$ cat config.mk
export PLATFORM = sky130hd
export DESIGN_NAME = regfile_wb_arbiter_flat
export DESIGN_NICKNAME = d
export VERILOG_FILES = /design/src/rtl/regfile_wb_arbiter_if.sv /design/src/rtl/regfile_wb_arbiter.sv /design/src/flat_wrapper.sv
export SDC_FILE = /design/constraint.sdc
export NUM_CORES = 2
export LEC_CHECK = 0
export CAP_MARGIN = 20
export CORE_AREA = 2 2 625 627
export DETAILED_ROUTE_END_ITERATION = 8
export DIE_AREA = 0 0 627 629
export GPL_TIMING_DRIVEN = 0
export PLACE_DENSITY = 0.3
export SYNTH_ARGS = -nofsm -noshare
export SYNTH_HDL_FRONTEND = slang
export SYNTH_SLANG_ARGS = --single-unit
$ cat constraint.sdc
create_clock -name clk -period 37.6 [get_ports clk]
set_clock_uncertainty 0.05 [all_clocks]
set_input_delay 5.64 -clock clk [delete_from_list [all_inputs] [get_ports clk]]
set_output_delay 5.64 -clock clk [all_outputs]
set_load 0.02 [all_outputs]
$ cat src/rtl/regfile_wb_arbiter_if.sv
// Writeback request channels (ALU, memory) and the register-file write port
// seen by the regfile_wb_arbiter.
interface regfile_wb_arbiter_if #(
    parameter int DW    = 32,
    parameter int LANES = 16,
    parameter int AW    = 4
);
    logic                  alu_valid;
    logic                  alu_ready;
    logic [AW-1:0]         alu_rd;
    logic                  alu_vec;
    logic [2:0]            alu_cmd;
    logic [LANES*DW-1:0]   alu_data;

    logic                  mem_valid;
    logic                  mem_ready;
    logic [AW-1:0]         mem_rd;
    logic                  mem_vec;
    logic [2:0]            mem_cmd;
    logic [LANES*DW-1:0]   mem_data;

    logic                  we3;
    logic [AW-1:0]         ra3;
    logic [LANES*DW-1:0]   wd3;
    logic                  selec_v_s_w;
    logic [2:0]            cmd;

    // valid/ready: a transfer completes at a posedge where valid & ready are both 1;
    // requesters keep valid and payload stable until ready, ready is a same-cycle grant.
    modport master (
        output alu_valid, alu_rd, alu_vec, alu_cmd, alu_data,
        output mem_valid, mem_rd, mem_vec, mem_cmd, mem_data,
        input  alu_ready, mem_ready,
        input  we3, ra3, wd3, selec_v_s_w, cmd
    );

    modport slave (
        input  alu_valid, alu_rd, alu_vec, alu_cmd, alu_data,
        input  mem_valid, mem_rd, mem_vec, mem_cmd, mem_data,
        output alu_ready, mem_ready,
        output we3, ra3, wd3, selec_v_s_w, cmd
    );
endinterface

$ cat src/rtl/regfile_wb_arbiter.sv
// Round-robin writeback arbiter owning the register-file write port, with a
// per-register busy scoreboard that drives the decode RAW/WAW stall.
module regfile_wb_arbiter #(
    parameter int DW    = 32,
    parameter int LANES = 16,
    parameter int AW    = 4
) (
    input  logic                 clk,
    input  logic                 rst,
    regfile_wb_arbiter_if.slave  wb,
    input  logic                 issue_en,
    input  logic [AW-1:0]        issue_rd,
    input  logic                 issue_vec,
    input  logic [2:0]           issue_cmd,
    input  logic [AW-1:0]        ra1,
    input  logic [AW-1:0]        ra2,
    input  logic                 src1_vec,
    input  logic                 src2_vec,
    output logic                 stall,
    output logic [31:0]          conflict_cnt
);
    localparam int             NREG       = 1 << AW;
    localparam logic [AW-1:0]  PC_IDX     = '1;
    localparam logic [2:0]     CMD_SCALAR = 3'b101;

    logic                 last_mem_q, last_mem_d;
    logic [NREG-1:0]      sb_s_q, sb_s_d;
    logic [NREG-1:0]      sb_v_q, sb_v_d;
    logic                 we3_q, we3_d;
    logic [AW-1:0]        ra3_q, ra3_d;
    logic [LANES*DW-1:0]  wd3_q, wd3_d;
    logic                 sel_q, sel_d;
    logic [2:0]           cmd_q, cmd_d;
    logic [31:0]          conflict_q, conflict_d;

    logic                 grant_alu, grant_mem;
    logic [AW-1:0]        win_rd;
    logic                 win_vec;
    logic [2:0]           win_cmd;
    logic [LANES*DW-1:0]  win_data;
    logic                 win_isv, iss_isv;
    logic                 src1_hit, src2_hit, waw_hit;

    always_comb begin
        // last_mem_q=1 means MEM won last time, so ALU takes the next contention
        grant_alu = wb.alu_valid & (~wb.mem_valid | last_mem_q);
        grant_mem = wb.mem_valid & ~grant_alu;

        win_rd   = grant_alu ? wb.alu_rd   : wb.mem_rd;
        win_vec  = grant_alu ? wb.alu_vec  : wb.mem_vec;
        win_cmd  = grant_alu ? wb.alu_cmd  : wb.mem_cmd;
        win_data = grant_alu ? wb.alu_data : wb.mem_data;

        // vec=1 with the scalar-extract command lands in the scalar class
        win_isv = win_vec & (win_cmd != CMD_SCALAR);
        iss_isv = issue_vec & (issue_cmd != CMD_SCALAR);

        src1_hit = src1_vec ? sb_v_q[ra1] : ((ra1 != PC_IDX) & sb_s_q[ra1]);
        src2_hit = src2_vec ? sb_v_q[ra2] : ((ra2 != PC_IDX) & sb_s_q[ra2]);
        waw_hit  = issue_en & (iss_isv ? sb_v_q[issue_rd] : sb_s_q[issue_rd]);
        stall    = src1_hit | src2_hit | waw_hit;

        last_mem_d = last_mem_q;
        sb_s_d     = sb_s_q;
        sb_v_d     = sb_v_q;
        we3_d      = 1'b0;
        ra3_d      = ra3_q;
        wd3_d      = wd3_q;
        sel_d      = sel_q;
        cmd_d      = cmd_q;
        conflict_d = conflict_q + {31'd0, wb.alu_valid & wb.mem_valid};

        if (grant_alu | grant_mem) begin
            we3_d      = 1'b1;
            ra3_d      = win_rd;
            wd3_d      = win_data;
            sel_d      = win_vec;
            cmd_d      = win_cmd;
            last_mem_d = grant_mem;
            if (win_isv) sb_v_d[win_rd] = 1'b0;
            else         sb_s_d[win_rd] = 1'b0;
        end

        // Applied after the clear so a same-cycle set wins
        if (issue_en & ~stall) begin
            if (iss_isv)                   sb_v_d[issue_rd] = 1'b1;
            else if (issue_rd != PC_IDX)   sb_s_d[issue_rd] = 1'b1;
        end
    end

    always_ff @(posedge clk or posedge rst) begin
        if (rst) begin
            last_mem_q <= 1'b1;
            sb_s_q     <= '0;
            sb_v_q     <= '0;
            we3_q      <= 1'b0;
            ra3_q      <= '0;
            wd3_q      <= '0;
            sel_q      <= 1'b0;
            cmd_q      <= 3'b000;
            conflict_q <= 32'd0;
        end else begin
            last_mem_q <= last_mem_d;
            sb_s_q     <= sb_s_d;
            sb_v_q     <= sb_v_d;
            we3_q      <= we3_d;
            ra3_q      <= ra3_d;
            wd3_q      <= wd3_d;
            sel_q      <= sel_d;
            cmd_q      <= cmd_d;
            conflict_q <= conflict_d;
        end
    end

    assign wb.alu_ready      = grant_alu;
    assign wb.mem_ready      = grant_mem;
    assign wb.we3            = we3_q;
    assign wb.ra3            = ra3_q;
    assign wb.wd3            = wd3_q;
    assign wb.selec_v_s_w    = sel_q;
    assign wb.cmd            = cmd_q;
    assign conflict_cnt      = conflict_q;
endmodule
$ cat src/flat_wrapper.sv
// flat-port wrapper written by rule: the top's interface ports become plain ports
module regfile_wb_arbiter_flat 
#(
    parameter int DW    = 32,
    parameter int LANES = 16,
    parameter int AW    = 4
)
  (clk, rst, issue_en, issue_rd, issue_vec, issue_cmd, ra1, ra2, src1_vec, src2_vec, stall, conflict_cnt, wb_alu_valid, wb_alu_rd, wb_alu_vec, wb_alu_cmd, wb_alu_data, wb_mem_valid, wb_mem_rd, wb_mem_vec, wb_mem_cmd, wb_mem_data, wb_alu_ready, wb_mem_ready, wb_we3, wb_ra3, wb_wd3, wb_selec_v_s_w, wb_cmd);
  regfile_wb_arbiter_if #(.DW(DW), .LANES(LANES), .AW(AW)) wb_i ();
  input  logic clk;
  input  logic rst;
  input  logic issue_en;
  input  logic [AW-1:0] issue_rd;
  input  logic issue_vec;
  input  logic [2:0] issue_cmd;
  input  logic [AW-1:0] ra1;
  input  logic [AW-1:0] ra2;
  input  logic src1_vec;
  input  logic src2_vec;
  output logic stall;
  output logic [31:0] conflict_cnt;
  input wire logic [$bits(wb_i.alu_valid)-1:0] wb_alu_valid;
  input wire logic [$bits(wb_i.alu_rd)-1:0] wb_alu_rd;
  input wire logic [$bits(wb_i.alu_vec)-1:0] wb_alu_vec;
  input wire logic [$bits(wb_i.alu_cmd)-1:0] wb_alu_cmd;
  input wire logic [$bits(wb_i.alu_data)-1:0] wb_alu_data;
  input wire logic [$bits(wb_i.mem_valid)-1:0] wb_mem_valid;
  input wire logic [$bits(wb_i.mem_rd)-1:0] wb_mem_rd;
  input wire logic [$bits(wb_i.mem_vec)-1:0] wb_mem_vec;
  input wire logic [$bits(wb_i.mem_cmd)-1:0] wb_mem_cmd;
  input wire logic [$bits(wb_i.mem_data)-1:0] wb_mem_data;
  output wire logic [$bits(wb_i.alu_ready)-1:0] wb_alu_ready;
  output wire logic [$bits(wb_i.mem_ready)-1:0] wb_mem_ready;
  output wire logic [$bits(wb_i.we3)-1:0] wb_we3;
  output wire logic [$bits(wb_i.ra3)-1:0] wb_ra3;
  output wire logic [$bits(wb_i.wd3)-1:0] wb_wd3;
  output wire logic [$bits(wb_i.selec_v_s_w)-1:0] wb_selec_v_s_w;
  output wire logic [$bits(wb_i.cmd)-1:0] wb_cmd;
  assign wb_i.alu_valid = wb_alu_valid;
  assign wb_i.alu_rd = wb_alu_rd;
  assign wb_i.alu_vec = wb_alu_vec;
  assign wb_i.alu_cmd = wb_alu_cmd;
  assign wb_i.alu_data = wb_alu_data;
  assign wb_i.mem_valid = wb_mem_valid;
  assign wb_i.mem_rd = wb_mem_rd;
  assign wb_i.mem_vec = wb_mem_vec;
  assign wb_i.mem_cmd = wb_mem_cmd;
  assign wb_i.mem_data = wb_mem_data;
  assign wb_alu_ready = wb_i.alu_ready;
  assign wb_mem_ready = wb_i.mem_ready;
  assign wb_we3 = wb_i.we3;
  assign wb_ra3 = wb_i.ra3;
  assign wb_wd3 = wb_i.wd3;
  assign wb_selec_v_s_w = wb_i.selec_v_s_w;
  assign wb_cmd = wb_i.cmd;
  regfile_wb_arbiter #(.DW(DW), .LANES(LANES), .AW(AW)) u_core (.clk(clk), .rst(rst), .wb(wb_i), .issue_en(issue_en), .issue_rd(issue_rd), .issue_vec(issue_vec), .issue_cmd(issue_cmd), .ra1(ra1), .ra2(ra2), .src1_vec(src1_vec), .src2_vec(src2_vec), .stall(stall), .conflict_cnt(conflict_cnt));
endmodule
# --- Word level (Yosys, flattened, before mapping) ---
# Index checks and enable logic that the tools add are counted.
# Widths: inputs -> output; s select.
word_totals:
  regBits: 586
  inputBits: 1063
  out_inout_bits: 556
  elab_cells: 77
classes:
  add_sub_neg: 1
  order_cmp: 6
  eq_ne: 5
  muxes: 33
  bitwise_logic: 21
  reduce_logical: 2
ops:
  columns: ["op", "count"]
  rows:
  - ["$mux 512", 1]
  - ["$mux 16", 9]
  - ["$add 32x1->32", 1]
  - ["$and 16x16->16", 2]
  - ["$or 16x16->16", 2]
  - ["$bmux 1 s4", 6]
  - ["$lt 4x5->1 const B", 4]
  - ["$not 16->16", 1]
  - ["$mux 1", 13]
  - ["$ne 4x4->1 const B", 3]
  - ["$and 1x1->1", 9]
  - ["$demux 1 s4", 2]
  - ["$ge 4x1->1 const B", 2]
  - ["$ne 3x3->1 const B", 2]
  - ["$mux 4", 1]
  - ["$or 1x1->1", 4]
  - ["$mux 3", 1]
  - ["$not 1->1", 3]
  - ["$logic_and 1x1->1", 2]

# --- Logic depth before layout (Yosys ltp) ---
depth:
  depth_word: 16
  ltp_mapped: 13
  mapped_depth_nobuf: 9

# --- Worst setup path after synthesis ---
# No wires, ideal clock.
synth_timing:
  path_kind: "input to output"
  startpoint: "in issue_rd[0]"
  endpoint: "out stall"
  t_arrival_ns: 7.464
  t_required_ns: 31.910
  path_slack_ns: 24.446
  stages: 8
  path_buffers: 3
  cell_sequence: "buf_2 -> mux4_2 -> a32oi_1 -> nand4_2 -> and2_1 -> buf_4 -> buf_4 -> a21o_1"
synth_via:
  elab_chain_cells: 5
  elab_cells_between_ends: 7
  cone_classes: "mux (5); bitwise (2)"
synth_rtl:
  columns: ["element", "line_no", "source"]
  rows:
  - ["from (decl)", "flat_wrapper.sv:13", "input logic [AW-1:0] issue_rd;"]
  - ["$bmux 1 s4", "regfile_wb_arbiter.sv:60", "waw_hit = issue_en & (iss_isv ? sb_v_q[issue_rd] : sb_s_q[issue_rd]);"]
  - ["$mux 1 (not written as such)", "regfile_wb_arbiter.sv:60", null]
  - ["$mux 1 *", "regfile_wb_arbiter.sv:60", null]
  - ["$and 1x1->1 *", "regfile_wb_arbiter.sv:60", null]
  - ["$or 1x1->1 *", "regfile_wb_arbiter.sv:61", "stall = src1_hit | src2_hit | waw_hit;"]
  - ["to (decl)", "flat_wrapper.sv:20", "output logic stall;"]
# Mark *: on every way between the ends. The rest lies on a longest branch, timed or not. The select of a mux whose other input is x is not followed.

# --- Worst setup path after layout ---
layout_timing:
  startpoint: "in wb_alu_valid"
  endpoint: "out wb_alu_ready"
layout_via:
  elab_chain_cells: 1
layout_rtl:
  columns: ["element", "line_no", "source"]
  rows:
  - ["from (decl)", "flat_wrapper.sv:22", "input wire logic [$bits(wb_i.alu_valid)-1:0] wb_alu_valid;"]
  - ["$and 1x1->1", "regfile_wb_arbiter.sv:46", "grant_alu = wb.alu_valid & (~wb.mem_valid | last_mem_q);"]
  - ["to (decl)", "flat_wrapper.sv:32", "output wire logic [$bits(wb_i.alu_ready)-1:0] wb_alu_ready;"]
# Every way passes these cells.

==> results.json <==
{
  "layout_common_cells": "clkdlybuf4s50_1 (1,610), dfrtp_1 (585), nand2_1 (555)",
  "cp-start-kind": "input port",
  "leakagePower_nw": 20.9,
  "cts-root-buf": "clkbuf_16",
  "crit_arrival_ns": 9.66,
  "path_buf_inv": 7,
  "die_h_um": 629,
  "syn_to_final_growth_pct": 97.0,
  "timing.final.crit_share": 0.408,
  "vdd.ir_drop.worst_mv": 0.0311,
  "cts_resized": 0,
  "worst_hold_slack_ns": 0.423,
  "slowest_stage": "clkdlybuf4s50_1",
  "clk_pin_slew_ns": 0.05,
  "utilization": 0.139,
  "synth_flop_cell": "dfrtp_1",
  "critPathKind": "input port to primary output",
  "final_common_cell": "clkdlybuf4s50_1",
  "setup_slack_ns": 22.25,
  "grt_pass1_vias": 30100,
  "final-max-slew-violation-count": 0,
  "maxSlewHeadroom": 0.275,
  "cp-end-kind": "primary output",
  "worst_pin_slew_ns": 1.09,
  "hold_viol": 0,
  "synth_seq_cells": 586,
  "grt_start_max_net_pins": 102,
  "place_hpwl_um": 289000,
  "ys_seq_area_frac": 0.536,
  "cp_cell_sequence": "clkdlybuf4s50_1, nand2_1, inv_2, buf_2, clkbuf_2, buf_12, clkbuf_1, clkdlybuf4s50_1",
  "place_ws_ns": 21.85,
  "hp-class": "flip-flop to flip-flop",
  "firstDrtPassIters": 5,
  "status": "completed",
  "cp_common_cell": "clkdlybuf4s50_1",
  "drc": 0,
  "clockBufferDepth": 4,
  "final_layout_size_suffix_gt1_frac": 0.0560,
  "core_region_area_mm2": 0.388,
  "finalWeightedCongestion": 0.876,
  "max_cap_violations": 0,
  "avgSynthCellArea_um2": 10.5,
  "tns_ns": 0,
  "cts_made_buffers": 96,
  "ios": 1619,
  "slowest_delay_ns": 1.04,
  "grt_pass1_wl_um": 393000,
  "cp_max_fo": 10,
  "vias": 29000,
  "rsz0062_at_grt": "no",
  "io_buffers": 1611,
  "fmax_mhz": 65.1,
  "synth-async-reset-ratio": 1.00,
  "required_ns": 31.91,
  "pwr_density_cell_mw_per_mm2": 47.5,
  "period_minus_slack_ns": 15.35,
  "syn_area_mm2": 0.0274,
  "ant_nets": 0,
  "synth_cell_type_count": 50,
  "antenna_found_initial": 93,
  "postCtsSetupBuffers": 0,
  "fp-row-count": 229,
  "grt_util_all_layers": 0.158,
  "setup_viol_count_final": 0,
  "synthesis.instances": 2615,
  "wirelength_um": 324000,
  "cts_hold_buf": 0,
  "grt-ovfl-total": 0,
  "ys.warnings.count": 0,
  "cts_max_level": 3,
  "vias_per_cell": 3.01,
  "clock-sinks": 586,
  "dieWidth_um": 627,
  "wl_per_cell_um": 33.5,
  "nNetsFinal": 5421,
  "critical-path-top-delay-family": "buffers and inverters",
  "initial_core_util": 0.0706,
  "clkLatencyLatePin_ns": 0.83,
  "synth_edf_count": 0,
  "syn-num-nets": 3680,
  "cts_tree": "done",
  "drt_iter0_markers": 1609,
  "dieArea_mm2": 0.394
}
## cell type report
type,count,area [µm²]
well taps,5197,6500
multi-input cells,1831,11900
diodes,39,97.6
inverters,7,33.8
plain buffers,191,772
clock inverters,29,315
fillers,43900,334000
flip-flops and latches,586,14700
repair buffers,1643,16800
clock buffers,139,2780
## state kept, by name, summed over array words and instances (netlist names)
signal and count:
u_core.sb_s_q 16, u_core.wb.cmd 3, u_core.wb.wd3 512, u_core.wb.we3 1
u_core.sb_v_q 16, u_core.last_mem_q 1, u_core.wb.ra3 4, u_core.conflict_cnt 32
u_core.wb.selec_v_s_w 1
## power breakdown
group	leakage [nW]	internal, mW	switching [mW]
clock	1.50	0.537	0.377
combinational	12.2	0.329	0.487
sequential	7.14	0.721	0.110
## cell usage after synthesis, types with 14 or more instances
master	count	area, µm²
nand3_1	15	75.1
o31ai_1	15	113
dfrtp_1	585	14600
nor2_1	19	71.3
mux4_2	18	405
o41ai_2	14	228
o21ai_0	552	2760
clkbuf_1	174	653
nand2_1	555	2080
xnor2_1	22	193
mux2i_1	529	5300
## per-stage QoR
| stage | instances | power, mW | cell area [µm²] |
|---|---|---|---|
| 2_1_floorplan | 2615 | 1.05 | 27400 |
| 3_3_place_gp | 9423 | 1.68 | 50000 |
| 3_5_place_dp | 9453 | 1.69 | 50700 |
| 4_1_cts | 9621 | 2.64 | 53800 |
| 5_1_grt | 9639 | 2.69 | 53900 |
| 6_report | 9662 | 2.56 | 53900 |
## logic make-up after synthesis
family / count (synthesis) / synth area share
and+or+nand+nor: 639 / 0.0940
adders and majority gates: 2 / 0.000914
AOI/OAI and AO/OA: 611 / 0.122
xor gates and xnor gates: 30 / 0.00960
DFF: 586 / 0.536
muxes: 549 / 0.209
buffers and inverters: 198 / 0.0285
## per-layer routing
| metal | track usage | wire, µm | vias to the layer above | part of all wire |
|---|---|---|---|---|
| met5 | 0 | 295 | - | 0.00091 |
| met4 | 0.0301 | 6760 | 46 | 0.021 |
| met3 | 0.0979 | 45200 | 277 | 0.14 |
| met2 | 0.286 | 165000 | 1379 | 0.51 |
| met1 | 0.152 | 107000 | 14600 | 0.33 |
| li1 | - | - | 12700 | - |
## final timing paths
kind / start / to / slack (ns) / depth (start not counted)
max: wb_alu_valid / wb_alu_ready / 22.25 / 8
min: u_core.conflict_cnt[31] / u_core.conflict_cnt[31] / 0.42 / 1
max reg2reg: u_core.last_mem_q / u_core.wb.wd3[480] / 33.74 / 10
min reg2reg: u_core.conflict_cnt[31] / u_core.conflict_cnt[31] / 0.42 / 1
max in group asynchronous: rst / u_core.wb.wd3[106] / 30.25 / 5
min in group asynchronous: rst / u_core.wb.wd3[165] / 5.25 / 2
## worst reg2reg max path, stage by stage (launching register included)
cell,delay [ns]
dfstp_2,0.53
nand2b_1,0.12
nand2_1,0.32
inv_2,0.27
buf_2,0.41
clkbuf_2,0.26
buf_12,0.18
clkbuf_2,0.65
clkbuf_1,0.47
nand2_1,0.32
o21ai_0,0.16
No activity file was read; power rests on OpenSTA's default activity.
